--- config.mk ---
export PLATFORM = sky130hd
export DESIGN_NAME = block_sync
export DESIGN_NICKNAME = d
export VERILOG_FILES = /design/src/rtl/block_sync_pkg.sv /design/src/rtl/block_sync.sv
export SDC_FILE = /design/constraint.sdc
export NUM_CORES = 1
export LEC_CHECK = 0
export ABC_AREA = 0
export CAP_MARGIN = 20
export CORE_MARGIN = 3
export CORE_UTILIZATION = 35
export CTS_BUF_LIST = sky130_fd_sc_hd__clkbuf_8
export CTS_CLUSTER_SIZE = 28
export DETAILED_ROUTE_END_ITERATION = 8
export PLACE_DENSITY = 0.7
export SLEW_MARGIN = 20
export SYNTH_ARGS = -nofsm -noshare
export SYNTH_HDL_FRONTEND = slang
export SYNTH_SLANG_ARGS = --single-unit
--- constraint.sdc ---
create_clock -name clk -period 4.9 [get_ports clk]
set_clock_uncertainty 0.05 [all_clocks]
set_input_delay 0.98 -clock clk [delete_from_list [all_inputs] [get_ports clk]]
set_output_delay 0.98 -clock clk [all_outputs]
set_load 0.02 [all_outputs]
--- src/rtl/block_sync_pkg.sv ---
// Shared PCS definitions: sync header encodings, block-sync FSM states and
// the descrambler payload width.
package block_sync_pkg;

    localparam logic [1:0] SH_DATA = 2'b01;
    localparam logic [1:0] SH_CTRL = 2'b10;

    localparam int DESCR_DATA_WIDTH = 64;

    typedef enum logic [1:0] {
        TEST_SH = 2'd0,
        SLIP    = 2'd1,
        HOLDOFF = 2'd2
    } sync_state_t;

    function automatic logic isValidHeader(input logic [1:0] hdr);
        return (hdr == SH_DATA) || (hdr == SH_CTRL);
    endfunction

endpackage

--- src/rtl/block_sync.sv ---
// 66b block synchroniser: hunts for sync-header alignment by requesting gearbox
// slips, declares block lock, and forwards locked blocks to the descrambler.
module block_sync
    import block_sync_pkg::*;
#(
    parameter int PCS_DATA_WIDTH = DESCR_DATA_WIDTH,
    parameter int SH_GOOD_CNT    = 64,
    parameter int SH_BAD_MAX     = 16,
    parameter int SLIP_HOLDOFF   = 4
) (
    input  logic                      clk,
    input  logic                      rst,
    input  logic [1:0]                in_header,
    input  logic [PCS_DATA_WIDTH-1:0] in_data,
    input  logic                      in_data_valid,
    output logic [1:0]                out_header,
    output logic [PCS_DATA_WIDTH-1:0] out_data,
    output logic                      out_data_valid,
    output logic                      block_lock,
    output logic                      slip
);

    localparam int CNT_W  = $clog2(SH_GOOD_CNT) + 1;
    localparam int BAD_W  = $clog2(SH_BAD_MAX) + 1;
    localparam int HOLD_W = $clog2(SLIP_HOLDOFF) + 1;

    sync_state_t               r_state;
    logic [CNT_W-1:0]          r_shCnt;
    logic [BAD_W-1:0]          r_shBadCnt;
    logic [HOLD_W-1:0]         r_holdoffCnt;
    logic                      r_blockLock;
    logic                      r_outValid;
    logic [1:0]                r_outHeader;
    logic [PCS_DATA_WIDTH-1:0] r_outData;

    sync_state_t       w_stateNext;
    logic [CNT_W-1:0]  w_shCntNext;
    logic [BAD_W-1:0]  w_shBadNext;
    logic [HOLD_W-1:0] w_holdoffNext;
    logic              w_lockNext;
    logic              w_hdrValid;
    logic [CNT_W-1:0]  w_shCntInc;
    logic [BAD_W-1:0]  w_shBadInc;

    assign w_hdrValid = isValidHeader(in_header);
    assign w_shCntInc = r_shCnt + CNT_W'(1);
    assign w_shBadInc = r_shBadCnt + {{(BAD_W-1){1'b0}}, ~w_hdrValid};

    always_comb begin
        w_stateNext   = r_state;
        w_shCntNext   = r_shCnt;
        w_shBadNext   = r_shBadCnt;
        w_holdoffNext = r_holdoffCnt;
        w_lockNext    = r_blockLock;
        case (r_state)
            TEST_SH: begin
                if (in_data_valid) begin
                    if (!r_blockLock) begin
                        if (!w_hdrValid) begin
                            w_stateNext = SLIP;
                            w_shCntNext = '0;
                            w_shBadNext = '0;
                        end else if (w_shCntInc == CNT_W'(SH_GOOD_CNT)) begin
                            w_lockNext  = 1'b1;
                            w_shCntNext = '0;
                            w_shBadNext = '0;
                        end else begin
                            w_shCntNext = w_shCntInc;
                        end
                    // Losing lock beats window completion on the same block.
                    end else if (w_shBadInc == BAD_W'(SH_BAD_MAX)) begin
                        w_lockNext  = 1'b0;
                        w_stateNext = SLIP;
                        w_shCntNext = '0;
                        w_shBadNext = '0;
                    end else if (w_shCntInc == CNT_W'(SH_GOOD_CNT)) begin
                        w_shCntNext = '0;
                        w_shBadNext = '0;
                    end else begin
                        w_shCntNext = w_shCntInc;
                        w_shBadNext = w_shBadInc;
                    end
                end
            end
            SLIP: begin
                w_stateNext   = HOLDOFF;
                w_holdoffNext = HOLD_W'(SLIP_HOLDOFF);
            end
            HOLDOFF: begin
                if (in_data_valid) begin
                    if (r_holdoffCnt <= HOLD_W'(1)) begin
                        w_stateNext   = TEST_SH;
                        w_holdoffNext = '0;
                        w_shCntNext   = '0;
                        w_shBadNext   = '0;
                    end else begin
                        w_holdoffNext = r_holdoffCnt - HOLD_W'(1);
                    end
                end
            end
            default: begin
                w_stateNext = TEST_SH;
            end
        endcase
    end

    always_ff @(posedge clk) begin
        if (!rst) begin
            r_state      <= TEST_SH;
            r_shCnt      <= '0;
            r_shBadCnt   <= '0;
            r_holdoffCnt <= '0;
            r_blockLock  <= 1'b0;
        end else begin
            r_state      <= w_stateNext;
            r_shCnt      <= w_shCntNext;
            r_shBadCnt   <= w_shBadNext;
            r_holdoffCnt <= w_holdoffNext;
            r_blockLock  <= w_lockNext;
        end
    end

    // Forwarding uses the lock value from before this block's update.
    always_ff @(posedge clk) begin
        if (!rst) begin
            r_outValid  <= 1'b0;
            r_outHeader <= 2'b00;
            r_outData   <= '0;
        end else begin
            r_outValid <= in_data_valid & r_blockLock;
            if (in_data_valid) begin
                r_outHeader <= in_header;
                r_outData   <= in_data;
            end
        end
    end

    assign out_header     = r_outHeader;
    assign out_data       = r_outData;
    assign out_data_valid = r_outValid;
    assign block_lock     = r_blockLock;
    assign slip           = (r_state == SLIP);

endmodule

=== Word level (Yosys, flattened, before mapping) ===
Cells that the tools add are included.

* Muxes and demuxes: 31
* Equality and inequality tests: 12
* Order comparisons: 1
* Bitwise logic cells: 2
* Add/subtract/negate cells: 3
* Reduce and logical (&&, ||, !) cells: 9

{| class="wikitable"
|+ Operator list
! cell !! count
|-
| 2-to-1 mux 7 bit || 7
|-
| 2-to-1 mux 5 bit || 8
|-
| case mux 7 bit (2 select lines) || 1
|-
| 2-to-1 mux 2 bit || 6
|-
| case mux 5 bit (2 select lines) || 1
|-
| AND reduction 5 bit || 2
|-
| adder 7 x 1 -> 7 bit, second input constant || 1
|-
| equality test 7 bit, second input constant || 1
|-
| 2-to-1 mux 3 bit || 2
|-
| inequality test 2 bit, second input constant || 3
|-
| inequality test 3 bit, second input constant || 2
|-
| case mux 2 bit (3 select lines) || 1
|-
| case mux 3 bit (2 select lines) || 1
|-
| adder 5 x 1 -> 5 bit || 1
|-
| equality test 5 bit, second input constant || 1
|-
| equality test 2 x 1 -> 1 bit, second input constant || 2
|-
| equality test 2 bit, second input constant || 2
|-
| 2-to-1 mux 1 bit || 4
|-
| inequality test 4 bit, second input constant || 1
|-
| AND reduction 2 bit || 2
|-
| AND reduction 4 bit || 1
|-
| nonzero test 2 bit || 2
|-
| <= comparator 3 x 1 -> 1 bit, second input constant || 1
|-
| subtractor 3 x 1 -> 3 bit, second input constant || 1
|-
| other kinds (4) || 4
|}

* Bits in registers: 85
* Output and inout bits: 69
* Word-level logic and storage cells: 66

=== Depth between registers and ports, before layout ===
* Depth after elaboration: 9
* Mapped depth: 9

=== Worst setup path after synthesis ===
Ideal clock, no wire load.

* Path type: input port to flip-flop
* Start: in in_header[1]
* End: reg r_shCnt[0]
* Stages: 9
* Setup time: 128 ps
* Setup slack: 2119 ps
* Buffers on the path: 0
* Data required time: 4722 ps
* Data arrival time: 2604 ps
* Cell sequence: xnor2_1 -> ha_1 -> ha_1 -> nand2_1 -> mux2_2 -> a211o_1 -> and4b_1 -> a22oi_1 -> nor2_1

* Cells in the longest elaborated chain, start to end: 9
* Elaborated cells between the ends (all ways): 11
* Classes of those cells: add/sub: 1; eq/ne: 3; mux: 5; bitwise: 1; reduce/logical: 1

{| class="wikitable"
|+ RTL lines
! item !! line !! source
|-
| start, declared || block_sync.sv:13 || <nowiki>input logic [1:0] in_header,</nowiki>
|-
| equality test 2 x 1 -> 1 bit or equality test 2 bit (tied branches) || block_sync_pkg.sv:17 || <nowiki>return (hdr == SH_DATA) || (hdr == SH_CTRL);</nowiki>
|-
| logical OR 1 bit (*) || block_sync_pkg.sv:17 ||
|-
| inverter 1 bit || block_sync.sv:47 || <nowiki>assign w_shBadInc = r_shBadCnt + {{(BAD_W-1){1'b0}}, ~w_hdrValid};</nowiki>
|-
| adder 5 x 1 -> 5 bit || block_sync.sv:47 ||
|-
| equality test 5 bit || block_sync.sv:71 || <nowiki>end else if (w_shBadInc == BAD_W'(SH_BAD_MAX)) begin</nowiki>
|-
| 2-to-1 mux 7 bit || block_sync.sv:71 ||
|-
| 2-to-1 mux 7 bit (*) || block_sync.sv:58 || <nowiki>if (!r_blockLock) begin</nowiki>
|-
| 2-to-1 mux 7 bit (*) || block_sync.sv:57 || <nowiki>if (in_data_valid) begin</nowiki>
|-
| case mux 7 bit (2 select lines) (*) || block_sync.sv:55 || <nowiki>case (r_state)</nowiki>
|-
| end signal, assigned || block_sync.sv:116 || <nowiki>r_shCnt <= w_shCntNext;</nowiki>
|-
| end, declared || block_sync.sv:28 || <nowiki>logic [CNT_W-1:0] r_shCnt;</nowiki>
|}

Mark *: on every way between the ends. The rest lies on a longest branch, timed or not. The select of a mux whose other input is x is not followed.
A chain may end at the register's enable or synchronous reset.

=== Worst setup path after layout ===
* Start: in in_header[0]
* End: reg r_shCnt[1]

Same word-level chain as after synthesis.

==> metrics.txt <==
outcome=completed; fin crit share=66.41%; Hold Path Cell Cnt=2; Leakage Power=0.002098 µW; Final Max Tran Viols=0; GR Util All Layers=15.89%; Overflow after GRT=0; DRT Wirelength=8626 µm; 1st-iter DRT viols=106; reg2reg start=r_shBadCnt[0]$_SDFFE_PN0P_; # rows=36; Hold WS=0.4129 ns; P&R area growth vs syn=47.89%; ant diodes=0; hold buffers post-CTS=0; share of layout cells above drive strength 1=5.051%; Multi-input gate area=0.001787 mm²; Pwr Density=302.1 mW/mm²; final non-filler cell total=628; hold endpoint=r_shBadCnt[0]$_SDFFE_PN0P_; Syn Area/Cell=10.03 µm²; synthesized flop and latch total=85; Hold Path Class=reg2reg; DIE AREA=0.01148 mm²; Peak VDD IR=0.1653 mV; CTS buffer count=9; H-tree levels=3; IO Count=138; first-pass GRT wire length=14850 µm; EDFF count, synth=0; Post-Syn Area=0.003580 mm²; DR DRC count=0; setup TNS=0 ns; CTS clock-pin slew for the worst setup and hold paths=0.08 ns; ANT nets after route=0; hold_sp=r_shBadCnt[0]$_SDFFE_PN0P_; DP Area=0.005056 mm²; vias in the first global route=3181; FMAX=307.3 MHz; max_cap viols=0; CP Max Fanout=6; pre-CTS setup slack=1.300 ns; Nets=564; final worst slack=1.646 ns; slowest cell delay on critical path=0.45 ns; post-layout minimum cycle time=3.254 ns; critical-path cell list=clkdlybuf4s50_1 -> xnor2_1 -> ha_1 -> ha_1 -> nand2_1 -> mux2_2 -> a211o_1 -> and4b_1 -> a22oi_1 -> nor2_1; worst-case clock buffer depth=2; register area=0.001702 mm²; vias per cell=4.718; # resized after CTS=0; Critical-path top delay cell=clkdlybuf4s50_1; Sink Count=85; Pre-Repair DR Iteration Count=4; DR WL/cell=13.74 µm; synthesized net count=431; placed insts=612; Placer Congestion=0.8421; flop2flop setup slack=2.74 ns; Syn. warnings=0; worst setup path class=in2reg; CTS tree=done; worst r2r path cells=8; Initial Util=36.29%; Final Cell Area=0.005294 mm²; Chip Width=107.1 µm; CTS root buf=clkbuf_8; Worst Path Required=5.06 ns; CP endpoint kind=flop; CP most frequent cell=ha_1; crit start category=primary input; post-synth cell types=43; initial antenna violation count=0; register area share after synthesis=47.54%; top_reg_cell synth=dfxtp_1; Fillers=889; Tightest Pin Transition=0.6569 ns; R2R Path End=r_shBadCnt[2]$_SDFFE_PN0P_; dpl hpwl=6204 µm; Final Hold Fails=0; Skew-Pair Late Insertion Delay=0.35 ns; async set-reset flop share out of synthesis=0%; cell count after synthesis=357; setup bufs post-CTS=0; Core ar.=0.009864 mm²; Slew headroom=56.21%; # port buffers=137; Die H=107.1 µm; delay-heaviest family, CP=adder cells; final setup fails=0; routed vias=2963; pin count of the biggest net entering global routing=41; WP buf/inv=1; RSZ-0062 raised after global routing=false; WP data arrival=3.41 ns
## power breakdown
group / internal (µW) / switching, µW / leakage [µW]
combinational: 150 / 119 / 0.00128
clock: 337 / 250 / 0.000122
sequential: 725 / 18.8 / 0.000699
## logic make-up after synthesis
family                   Yosys count  share of synthesized area (%)
AND/OR/NAND/NOR                  138                          21.43
flip-flops                        85                          47.54
multiplexers                      68                          19.08
AO/OA/AOI/OAI                     37                          7.411
buffers and inverters             23                          2.552
adder cells (fa/ha/maj)            5                          1.748
XOR/XNOR                           1                         0.2447
## area by class of cell
cell class / count / share of cell area [%]
clock buffers: 9 / 2.340
clock inverters: 7 / 2.151
inverters: 6 / 0.4254
multi-input cells: 249 / 33.75
flip-flops and latches: 85 / 32.14
well taps: 133 / 3.143
repair buffers: 139 / 26.05
## metal layers
layer  GRT usage, %  part of all wire, %
met1          19.54                   43
met2          24.93                   46
met3          7.225                  9.6
met4          4.749                  1.4
met5              0                    0
## cell usage in the layout, fill, tap and decap left out, types with 4 or more instances in the layout
cell type and count:
clkdlybuf4s50_1 135, dfxtp_1 85, mux2i_1 66, nor2b_1 54, nor2_1 27, nand2_1 14, nand3_1 12, o21ai_0 10
clkbuf_8 9, inv_1 8, nand2b_1 6, ha_1 5, a21oi_1 4, and3_1 4, o21a_1 4
## how the worst max path moves through the flow
stage,startpoint,end,slack [ns],cells after the start
floorplan,in_header[1],r_shCnt[0]$_SDFFE_PN0P_,2.12,9
global placement,in_header[1],r_shCnt[1]$_SDFFE_PN0P_,1.41,10
detailed placement,in_header[1],r_shCnt[1]$_SDFFE_PN0P_,1.30,10
CTS,in_header[1],r_shCnt[1]$_SDFFE_PN0P_,1.68,10
global route,in_header[1],r_shBadCnt[2]$_SDFFE_PN0P_,1.27,10
finish,in_header[0],r_shCnt[1]$_SDFFE_PN0P_,1.65,10
## sequential cells by signal (all words and copies together), names as in the netlist
name,cells
r_shCnt,7
r_state,2
out_data_valid,1
out_data,64
block_lock,1
r_shBadCnt,5
out_header,2
r_holdoffCnt,3
## stage by stage
stage / util, % / total power [µW]
detailed placement: 51.26 / 1030
CTS: 53.67 / 1626
floorplan: - / 892.5
global route: 53.67 / 1677
global placement: 51.26 / 1026
finish: 53.67 / 1599
## synthesized netlist by cell type, types with 3 or more instances
master	number	share of area, %
inv_1	6	0.63
o21ai_0	10	1.4
nand4_1	3	0.52
nand2_1	14	1.5
nand3_1	12	1.7
o21a_1	4	0.84
nand3b_1	3	0.63
a21oi_1	4	0.56
nor2b_1	54	9.4
and3_1	4	0.70
nand2b_1	6	1.0
dfxtp_1	85	48
ha_1	5	1.7
a31oi_1	3	0.52
nor2_1	27	2.8
buf_1	3	0.31
mux2i_1	66	18
a22oi_1	3	0.63
buf_2	4	0.56
clkbuf_1	10	1.0
nor3_1	3	0.42
o21bai_1	3	0.63
## worst reg2reg max path, cell delays in order (launching register included)
cell	delay (ns)
dfxtp_1	0.32
ha_1	0.21
ha_1	0.24
and3b_1	0.19
o21ai_0	0.25
a21oi_1	0.15
nor3_1	0.37
nand4b_1	0.15
a31oi_1	0.17
(Power assumes the default switching activity.)
